==> src/rtl/mem_arb_pkg.sv <==
// Shared encodings and sizes for the two-port memory arbiter.
package mem_arb_pkg;

  typedef enum logic [1:0] {
    IDLE   = 2'b00,
    ACCESS = 2'b01,
    DONE   = 2'b10
  } arb_state_t;

  localparam logic PORT_CPU = 1'b0;
  localparam logic PORT_DMA = 1'b1;

  // Latency counter width; MEM_LAT up to 15 fits.
  localparam int CNT_W = 4;

endpackage

==> src/rtl/mem_arb_rr_pick.sv <==
// Combinational 2-way round-robin picker: a lone requester wins,
// on a tie the port that did not win last time gets the grant.
module mem_arb_rr_pick
  import mem_arb_pkg::*;
(
  input  logic [1:0] req,
  input  logic       last_grant,
  output logic       winner,
  output logic       any_req
);

  // Pick the winner from the current request pair and the previous owner
  always_comb begin
    any_req = |req;
    if (req[PORT_CPU] && req[PORT_DMA]) winner = ~last_grant;
    else if (req[PORT_DMA])             winner = PORT_DMA;
    else                                winner = PORT_CPU;
  end

endmodule

==> src/rtl/mem_port_arbiter.sv <==
// Shares one unified memory between the CPU (port 0) and the DMA/loader
// (port 1). One access in flight, fixed latency, all outputs registered.
module mem_port_arbiter
  import mem_arb_pkg::*;
#(
  parameter int ADDR_W  = 32,
  parameter int DATA_W  = 32,
  parameter int MEM_LAT = 2
) (
  input  logic              clk,
  input  logic              rst,
  input  logic              cpu_req,
  input  logic              cpu_we,
  input  logic [ADDR_W-1:0] cpu_addr,
  input  logic [DATA_W-1:0] cpu_wdata,
  output logic              ack_cpu,
  input  logic              dma_req,
  input  logic              dma_we,
  input  logic [ADDR_W-1:0] dma_addr,
  input  logic [DATA_W-1:0] dma_wdata,
  output logic              ack_dma,
  output logic [DATA_W-1:0] rdata,
  output logic              grant,
  output logic              busy,
  output logic              mem_read,
  output logic              mem_write,
  output logic [ADDR_W-1:0] mem_addr,
  output logic [DATA_W-1:0] mem_wdata,
  input  logic [DATA_W-1:0] mem_rdata
);

  localparam logic [CNT_W-1:0] CNT_INIT = CNT_W'(MEM_LAT - 1);

  arb_state_t       state_q, state_d;
  logic [CNT_W-1:0] cnt_q, cnt_d;
  logic             last_grant_q, last_grant_d;
  logic             winner, any_req;

  logic              ack_cpu_d, ack_dma_d, grant_d, busy_d;
  logic              mem_read_d, mem_write_d;
  logic [ADDR_W-1:0] mem_addr_d;
  logic [DATA_W-1:0] mem_wdata_d, rdata_d;

  mem_arb_rr_pick u_pick (
    .req        ({dma_req, cpu_req}),
    .last_grant (last_grant_q),
    .winner     (winner),
    .any_req    (any_req)
  );

  // State, counter and round-robin history; reset aborts any access
  always_ff @(posedge clk) begin
    if (!rst) begin
      state_q      <= IDLE;
      cnt_q        <= '0;
      last_grant_q <= PORT_DMA;   // so the CPU wins the first tie
    end else begin
      state_q      <= state_d;
      cnt_q        <= cnt_d;
      last_grant_q <= last_grant_d;
    end
  end

  // Next-state: grant from IDLE, count out the latency, one DONE cycle
  always_comb begin
    state_d      = state_q;
    cnt_d        = cnt_q;
    last_grant_d = last_grant_q;
    case (state_q)
      IDLE: begin
        if (any_req) begin
          state_d      = ACCESS;
          cnt_d        = CNT_INIT;
          last_grant_d = winner;
        end
      end
      ACCESS: begin
        if (cnt_q == '0) state_d = DONE;
        else             cnt_d   = cnt_q - CNT_W'(1);
      end
      DONE:    state_d = IDLE;
      default: state_d = IDLE;
    endcase
  end

  // Next values of the registered outputs; command fields hold unless granted
  always_comb begin
    ack_cpu_d   = 1'b0;
    ack_dma_d   = 1'b0;
    grant_d     = grant;
    mem_read_d  = mem_read;
    mem_write_d = mem_write;
    mem_addr_d  = mem_addr;
    mem_wdata_d = mem_wdata;
    rdata_d     = rdata;
    busy_d      = (state_d != IDLE);
    case (state_q)
      IDLE: begin
        if (any_req) begin
          // Latch the winner's command; later input changes cannot disturb it
          grant_d     = winner;
          mem_addr_d  = (winner == PORT_DMA) ? dma_addr  : cpu_addr;
          mem_wdata_d = (winner == PORT_DMA) ? dma_wdata : cpu_wdata;
          mem_write_d = (winner == PORT_DMA) ? dma_we    : cpu_we;
          mem_read_d  = ~mem_write_d;
        end
      end
      ACCESS: begin
        if (cnt_q == '0) begin
          // Memory data is valid in this last strobe cycle
          if (mem_read) rdata_d = mem_rdata;
          mem_read_d  = 1'b0;
          mem_write_d = 1'b0;
        end
      end
      DONE: begin
        ack_cpu_d = (grant == PORT_CPU);
        ack_dma_d = (grant == PORT_DMA);
      end
      default: ;
    endcase
  end

  // Output registers
  always_ff @(posedge clk) begin
    if (!rst) begin
      ack_cpu   <= 1'b0;
      ack_dma   <= 1'b0;
      grant     <= 1'b0;
      busy      <= 1'b0;
      mem_read  <= 1'b0;
      mem_write <= 1'b0;
      mem_addr  <= '0;
      mem_wdata <= '0;
      rdata     <= '0;
    end else begin
      ack_cpu   <= ack_cpu_d;
      ack_dma   <= ack_dma_d;
      grant     <= grant_d;
      busy      <= busy_d;
      mem_read  <= mem_read_d;
      mem_write <= mem_write_d;
      mem_addr  <= mem_addr_d;
      mem_wdata <= mem_wdata_d;
      rdata     <= rdata_d;
    end
  end

endmodule

==> config.mk <==
export PLATFORM = sky130hd
export DESIGN_NAME = mem_port_arbiter
export DESIGN_NICKNAME = d
export VERILOG_FILES = /design/src/rtl/mem_arb_pkg.sv /design/src/rtl/mem_arb_rr_pick.sv /design/src/rtl/mem_port_arbiter.sv
export SDC_FILE = /design/constraint.sdc
export NUM_CORES = 1
export LEC_CHECK = 0
export CORE_AREA = 2 2 110 112
export CTS_CLUSTER_DIAMETER = 100
export CTS_CLUSTER_SIZE = 40
export DETAILED_ROUTE_END_ITERATION = 7
export DIE_AREA = 0 0 112 114
export PLACE_DENSITY = 0.84
export SLEW_MARGIN = 20
export SYNTH_ARGS = -nofsm -noshare
export SYNTH_HDL_FRONTEND = slang
export SYNTH_SLANG_ARGS = --single-unit
==> constraint.sdc <==
create_clock -name clk -period 4.94 [get_ports clk]
set_input_delay 0.988 -clock clk [delete_from_list [all_inputs] [get_ports clk]]
set_output_delay 0.988 -clock clk [all_outputs]
set_load 0.05 [all_outputs]
==> metrics.md <==
| Metric | Value |
|---|---|
| Synth area leader | dfxtp_1 |
| Crit path max fanout | 31 |
| Fill count | 940 |
| EDFF count, synth | 0 |
| PortBufs | ~270 |
| CTS Buf Count | 9 |
| Worst clock skew | around 7.3 ps |
| Remaining routing DRC violations | 0 |
| DP Wirelength | between 10,000 and 15,000 um |
| Initial antenna violation count | 0 |
| Outcome | complete, no violations |
| P_leak | around 0.0028 uW |
| Sequential-to-total area share from yosys stat | 0.470 |
| Area of the multi-input gates | ~2200 um2 |
| Die extent in y | between 100 and 150 um |
| Gr usage total | 0.241 |
| Worst Tran Pin Value | roughly 1000 ps |
| IO Pins | 268 |
| Bufs on Longest Clock Path | 2 |
| Period Utilization, post-route | 0.581 |
| Crit path kind | in2reg |
| Antenna diodes | 0 |
| Post-DRT Antenna Nets | 0 |
| Post-Syn Area | 4640 um2 |
| Setup_tns | 0 ps |
| CTS tree | done |
| #FFs+latches synth | between 100 and 150 |
| Non-filler cells, final | ~950 |
| Final RePlAce weighted congestion | around 0.86 |
| Worst Path Required | 5180 ps |
| Post-CTS Resized | 0 |
| Hold WC Path Type | reg2reg |
| Top-area cell type share of the netlist area | 0.470 |
| Initial core utilization | 0.396 |
| RSZ-0062 raised after global routing | false |
| Crit start category | input port |
| Min Tclk post-route | 2870 ps |
| Relative slew slack | 0.311 |
| Gr ovfl total | 0 |
| Sinks on Clock Net | roughly 110 |
| Via density | ~5.6 |
| Top FF cell, synth | dfxtp_1 |
| Die width | 112 um |
| FP Rows | 40 |
| Via count | 5,339 |
| Area Overhead vs Synth | 64.9% |
| Pwr Total | approximately 2800 uW |
| Worst-path clk slew | roughly 70 ps |
| Yosys warning count | 0 |
| Routed wire length | about 16,000 um |
| Skew-Pair Late Insertion Delay | ~340 ps |
| Pins Over Slew Limit | 0 |
| Final hold viol count | 0 |
| Hold_buf cts | 0 |
| Distinct cells, synth | 38 |
| Max_cap viols | 0 |
| VDD IR max | about 0.00019 V |
| Post-CTS Repair Setup Buffers | 0 |
| Nets | between 900 and 1,000 |
| Fin util | 0.654 |
| PnR worst setup slack | approximately 2100 ps |
| Post-DR wirelength/cell | around 17 um |
| Crit path arrival time | 3110 ps |
| Root buffer cell | clkbuf_16 |
| Syn Area/Cell | about 8.1 um2 |
| Vias in the first global route | 5,070 |
| PD cells | roughly 360 nW/um2 |
| Placed insts | slightly above 900 |
| Die area | between 10,000 and 15,000 um2 |
| Commonest cells in the netlist | nand2_1, dfxtp_1, a21oi_1 |
| Initial DRC Count | between 600 and 700 |
| Total core area | around 12,000 um2 |
| Largest net degree at the start of global routing | 71 |
| Cell count after synthesis | ~580 |
| Crit end category | flip-flop |
| Share of cells above drive strength 1 | 0.0386 |
| Pre-CTS setup slack | roughly 1700 ps |
| First-pass GRT wire length | 25,200 um |
| Post-synth ARST share | 0 |
| Area contributors post-synth | dfxtp_1, a311oi_1, a21oi_1 |
| Max frequency | between 300 and 400 MHz |
| Final count of negative-setup-slack endpoints | 0 |
| Synthesized net count | ~740 |
| Reg area | 2180 um2 |
| Count leader, synth | nand2_1 |
| H-tree lvl count | 3 |
| Drt pass-1 iters | 5 |
area by class of cell:
class                   count  area share
clock buffers              11      0.0317
flip-flops and latches    109       0.285
inverters                   5     0.00245
repair buffers            274       0.357
clock inverters             5      0.0109
well taps                 147      0.0240
multi-input cells         400       0.289
metrics by stage:
stage	instance area [um2]	hold slack [ps]
2_1_floorplan	4640	467
3_3_place_gp	7310	460
3_5_place_dp	7330	468
4_1_cts	7660	477
5_1_grt	7660	490
6_report	7660	478
sequential cells by signal, summed over array words and instances, names as in the netlist:
register,flops
mem_addr,32
mem_wdata,32
rdata,32
cnt_q,4
state_q,2
ack_cpu,1
ack_dma,1
busy,1
grant,1
last_grant_q,1
mem_read,1
mem_write,1
where the power goes:
| group | internal, uW | switching (uW) |
|---|---|---|
| registers | 972 | 58.6 |
| logic | 370 | 614 |
| clock network | 459 | 315 |
cells in the final DEF (no fill, tap or decap), drive strengths merged, types with 2 or more instances in the layout:
| cell | synthesis | routed |
|---|---|---|
| clkdlybuf4s50 | 0 | 267 |
| nand2 | 130 | 130 |
| dfxtp | 109 | 109 |
| a21oi | 102 | 102 |
| a311oi | 64 | 64 |
| o21ai | 37 | 37 |
| nand3 | 32 | 32 |
| clkbuf | 38 | 11 |
| buf | 23 | 7 |
| inv | 5 | 5 |
| nor2 | 4 | 4 |
| or4 | 2 | 2 |
| nor2b | 2 | 2 |
| o221ai | 2 | 2 |
| ha | 2 | 2 |
| clkinvlp | 0 | 2 |
| bufinv | 0 | 2 |
| or2 | 2 | 2 |
| a21boi | 2 | 2 |
critical path, cell delays in order:
cell	delay, ps
clkdlybuf4s50_1	610
a21boi_4	780
buf_4	370
nand2_1	80
a311oi_1	270
layer usage:
metal  track usage  vias to the layer above  share of wire
li1              -                     2541              -
met1         0.291                     2466           0.40
met2         0.404                      285           0.48
met3        0.0606                       47          0.085
met4         0.119                        0          0.040
met5             0                        -              0
kinds of logic (layout without fill, tap and decap cells):
family,count (synthesis),after routing,share of synthesized area
AOI/OAI and AO/OA,214,214,0.290
and+or+nand+nor,184,184,0.173
DFF,109,109,0.470
buffers and inverters,66,295,0.0617
adders and majority gates,2,2,0.00539
worst paths after layout:
path | slack (ps) | end | cells after the start | start
max | 2070 | mem_addr[26] | 5 | dma_req
min | 480 | rdata[22] | 2 | rdata[22]
max reg2reg | 2770 | mem_wdata[3] | 4 | state_q[1]
min reg2reg | 480 | rdata[22] | 2 | rdata[22]
Power figures use the tool's default switching activity.
==> variant 1: new RTL, same settings <==
`rdata` no longer has a reset.
--- a/src/rtl/mem_port_arbiter.sv
+++ b/src/rtl/mem_port_arbiter.sv
@@ -133,5 +133,4 @@
       mem_addr  <= '0;
       mem_wdata <= '0;
-      rdata     <= '0;
     end else begin
       ack_cpu   <= ack_cpu_d;
@@ -143,6 +142,9 @@
       mem_addr  <= mem_addr_d;
       mem_wdata <= mem_wdata_d;
-      rdata     <= rdata_d;
     end
+  end
+
+  always_ff @(posedge clk) begin
+    rdata <= rdata_d;
   end
 
Function: differs if rst is asserted again (counterexample within 4 cycles, from zero or initial values and one cycle with rst low); with rst held inactive, the same outputs for 4 cycles.
==> variant 1 against the original RTL <==
- area after synthesis fell by 9.7%
- critical path depth stayed put
- sequential cell count stayed put
- synthesized cell count decreased by 46%
- power down 13%
- sequential share of layout area up 6.2 points
- wire length shrank 25%
- largest power group unchanged
- setup slack better by 0.081 ns
- critical path type unchanged
- first-iteration DRC count is 85% lower
- final area decreased by 5.7%
==> variant 1: results (changes against the original RTL) <==
Parameter                              Value

Global routing
  Met2 Use GR ... 33.2% (was 40.4%)
  Fraction of met1 tracks used by global routing ... 21.1% (was 29.1%)
  Fraction of met3 tracks used by global routing ... 4.84% (was 6.06%)
  Maximum number of pins on one net before global-route repair ... 66 (was 71)
  Overall global routing resource usage ... 18.3% (was 24.1%)

Place
  Total cell area at the placement stage ... 0.00695 mm2 (was 0.00733 mm2)
  Placement Setup Slack ... 1.78 ns (was 1.68 ns)
  Cell count after placement ... 703 (was 935)

Critical path
  Startpoint of the worst-slack reg-to-reg timing path ... cnt_q[0] (was state_q[1])
  Worst EP arrival ... 3.05 ns (was 3.11 ns)
  Flop-to-flop setup slack ... 2.75 ns (was 2.77 ns)
  Maximum fanout along the worst path ... 45 (was 31)

Routing
  Met3 Routed Length ... 891 um (was 1390 um)
  Via/cell ratio ... 4.91 (was 5.61)
  Post-route met1 wirelength ... 4910 um (was 6470 um)
  TritonRoute pass-1 iters ... 4 (was 5)
  Vias after detailed routing ... 3,533 (was 5,339)

Logic synthesis
  Mean post-synth cell area ... 13.6 um2 (was 8.08 um2)
  Post-synth net total ... 477 (was 743)

Timing
  PnR worst setup slack ... 2.15 ns (was 2.07 ns)
  Clock Skew ... 0.00832 ns (was 0.00735 ns)

Hold path
  Min-delay src ... mem_wdata[10] (was rdata[22])

Run status
  Result of the run ... finished, final reports clean (unchanged)

Power
  VDD IR-drop max ... 0.171 mV (was 0.192 mV)
  Static Leak ... 0.00259 uW (was 0.00275 uW)

Layout
  # nets final ... 735 (was 967)
  Layout cell share with drive strength beyond 1 ... 3.67% (was 3.86%)
## variant 1: cell families after synthesis
logic type,share of synthesized area (%)
AND/OR/NAND/NOR,3.34
adder cells (fa/ha/maj),0.597
multiplexers,15.5
flip-flops,59.7
AO/OA/AOI/OAI,16.6
buffers and inverters,4.27
## variant 1: worst paths after layout
check,end,cells after the start
worst max-delay path,mem_addr[6],5
worst min-delay path,mem_wdata[10],1
worst max register to register,rdata[18],5
worst min register to register,mem_wdata[10],1
## variant 1: critical path: cells and delay by family
family	cells	cell delay, ns
buf+inv	2	1.01
simple gates	2	0.84
compound gates	1	0.17
## variant 1: area by class of cell
cell class                      instances  area [um2]
Timing Repair Buffer                  270        2720
Clock inverter                          7        50.0
Clock buffer                            9         225
Sequential cell                       109        2500
Multi-Input combinational cell        173        1530
Fill cell                             922        4490
Tap cell                              147         184
Inverter                                4        15.0
## variant 1: power by group
group          switching [uW]  leakage, uW  internal (uW)
clock                     316     0.000135            345
combinational             422      0.00153            310
sequential               44.8     0.000924            999
total                     783      0.00259           1650
==> variant 2: new RTL, config.mk and constraints unchanged <==
Made on the original files. Change the parameter `ADDR_W` from 32 to 48.
--- a/src/rtl/mem_port_arbiter.sv
+++ b/src/rtl/mem_port_arbiter.sv
@@ -4,5 +4,5 @@
   import mem_arb_pkg::*;
 #(
-  parameter int ADDR_W  = 32,
+  parameter int ADDR_W  = 48,
   parameter int DATA_W  = 32,
   parameter int MEM_LAT = 2
Ports: changed (resized cpu_addr, dma_addr and mem_addr); port bits go from 268 to 316. No check against the original RTL was run, so the function may have changed too.
==> variant 2 against the original RTL <==
- wire length grew 24%
- power grew 25%
- setup slack lost 0.044 ns
- critical path type unchanged
- utilization grew 12 points
- cell count grew 15%
- clock power grew 39%
- highest routed layer unchanged
- largest power group is now combinational logic
- final area grew 18%
- clock skew grew 0.0075 ns
- sequential cell count grew 16
- area after synthesis grew 14%
==> variant 2: results (changes against the original RTL) <==
Parameter                              Value

Run status
  Result of the run ... finished, final reports clean (unchanged)

Logic synthesis
  Cells taking the most area after synthesis ... sky130_fd_sc_hd__dfxtp_1, sky130_fd_sc_hd__a311oi_1, sky130_fd_sc_hd__nand2_1, sky130_fd_sc_hd__a21oi_1, sky130_fd_sc_hd__o21ai_0 (was sky130_fd_sc_hd__dfxtp_1, sky130_fd_sc_hd__a311oi_1, sky130_fd_sc_hd__a21oi_1, sky130_fd_sc_hd__nand2_1, sky130_fd_sc_hd__o21ai_0)
  Post-synth top cells ... sky130_fd_sc_hd__nand2_1, sky130_fd_sc_hd__dfxtp_1, sky130_fd_sc_hd__a21oi_1 (unchanged)
  Number of library cell types mapped by synthesis ... 33 (was 38)
  Post-synth net total ... 865 (was 743)
  Sequential share of the synthesized area ... 47.1% (was 47.0%)

Critical path
  Setup crit start ... cpu_req (was dma_req)
  Maximum fanout along the worst path ... 55 (was 31)
  Startpoint of the worst-slack reg-to-reg timing path ... state_q[0] (was state_q[1])
  Maximum cell stage delay along the critical path ... 0.59 ns (was 0.78 ns)
  Worst EP arrival ... 3.21 ns (was 3.11 ns)
  End of the critical path ... mem_addr[40] (was mem_addr[26])
  Flop-to-flop setup slack ... 2.76 ns (was 2.77 ns)
  Worst reg2reg path depth ... 3 (was 4)
  Worst path top cell family by delay ... buffers and inverters (was compound AO/OA/AOI/OAI gates)

Routing
  Via/cell ratio ... 5.76 (was 5.61)
  Total wirelength of the detailed-routed design ... 20,200 um (was 16,200 um)
  Count of routing violations after the opening detailed-route iteration ... 564 (was 647)

Timing
  Clock Skew ... 0.0148 ns (was 0.00735 ns)
  Hold WS ... 0.477 ns (was 0.478 ns)
  Max-slew headroom at the worst pin ... 31.9% (was 31.1%)

Power
  Static Leak ... 0.00328 uW (was 0.00275 uW)
  VDD IR-drop max ... 0.219 mV (was 0.192 mV)

Clock tree
  Clk Latency, worst-skew pair ... 0.40 ns (was 0.34 ns)
  Clock buffers created by TritonCTS ... 17 (was 9)

Place
  Sum of net half-perimeters after detailed placement ... 14,300 um (was 11,400 um)
  Number of buffer cells added on primary ports ... 315 (was 267)

Layout
  Fill cells ... 882 (was 940)
  Largest registers ... mem_addr x48, mem_wdata x32, rdata x32 (was mem_addr x32, mem_wdata x32, rdata x32)

Global routing
  Maximum number of pins on one net before global-route repair ... 83 (was 71)
  Number of global-route vias before repair ... 5,864 (was 5,070)
  Wire length of the first global-routing pass ... 30,700 um (was 25,200 um)
  Overall global routing resource usage ... 29.8% (was 24.1%)

Hold path
  Endpoint with the worst hold slack ... rdata[8] (was rdata[22])
  Min-delay src ... rdata[8] (was rdata[22])
==> variant 2: per-stage QoR <==
stage | cell area, um2 | util [%] | setup WS, ns | total power, uW
finish | 9010 | 76.9 | 2.02 | 3470
global route | 9010 | 76.9 | 1.90 | 3600
CTS | 9000 | 76.9 | 2.09 | 3480
detailed placement | 8490 | 72.5 | 1.71 | 2400
global placement | 8470 | 72.3 | 1.73 | 2370
floorplan | 5310 | - | 2.91 | 1910
==> variant 2: power breakdown <==
group / switching, uW / total, uW / internal [uW]
registers: 68.2 / 1190 / 1120
clock network: 437 / 1080 / 645
logic: 753 / 1200 / 448
total: 1260 / 3470 / 2220
==> variant 2: final cells by class <==
cell class	instances	area (um2)	share of cell area, %
repair buffers	326	3250	36.1
multi-input cells	463	2540	28.2
flip-flops and latches	125	2500	27.8
clock buffers	19	443	4.92
well taps	147	184	2.04
clock inverters	11	72.6	0.806
inverters	5	20.0	0.222
==> variant 2: tightest hold or removal path, delay by kind of cell, from the launching register on <==
family         cells  cell delay (ns)
flip-flops         1             0.30
AO/OA/AOI/OAI      2             0.12
==> variant 2: cell families after synthesis <==
group	after synthesis	synth area share, %
adders and majority gates	2	0.471
buffers and inverters	77	5.70
and+or+nand+nor	216	17.3
DFF	125	47.1
AOI/OAI and AO/OA	245	29.4
==> variant 2: metal layers <==
metal	wire length (um)	part of all wire, %
met1	7700	38
met2	9870	49
met3	1850	9.2
met4	750	3.7
met5	0	0
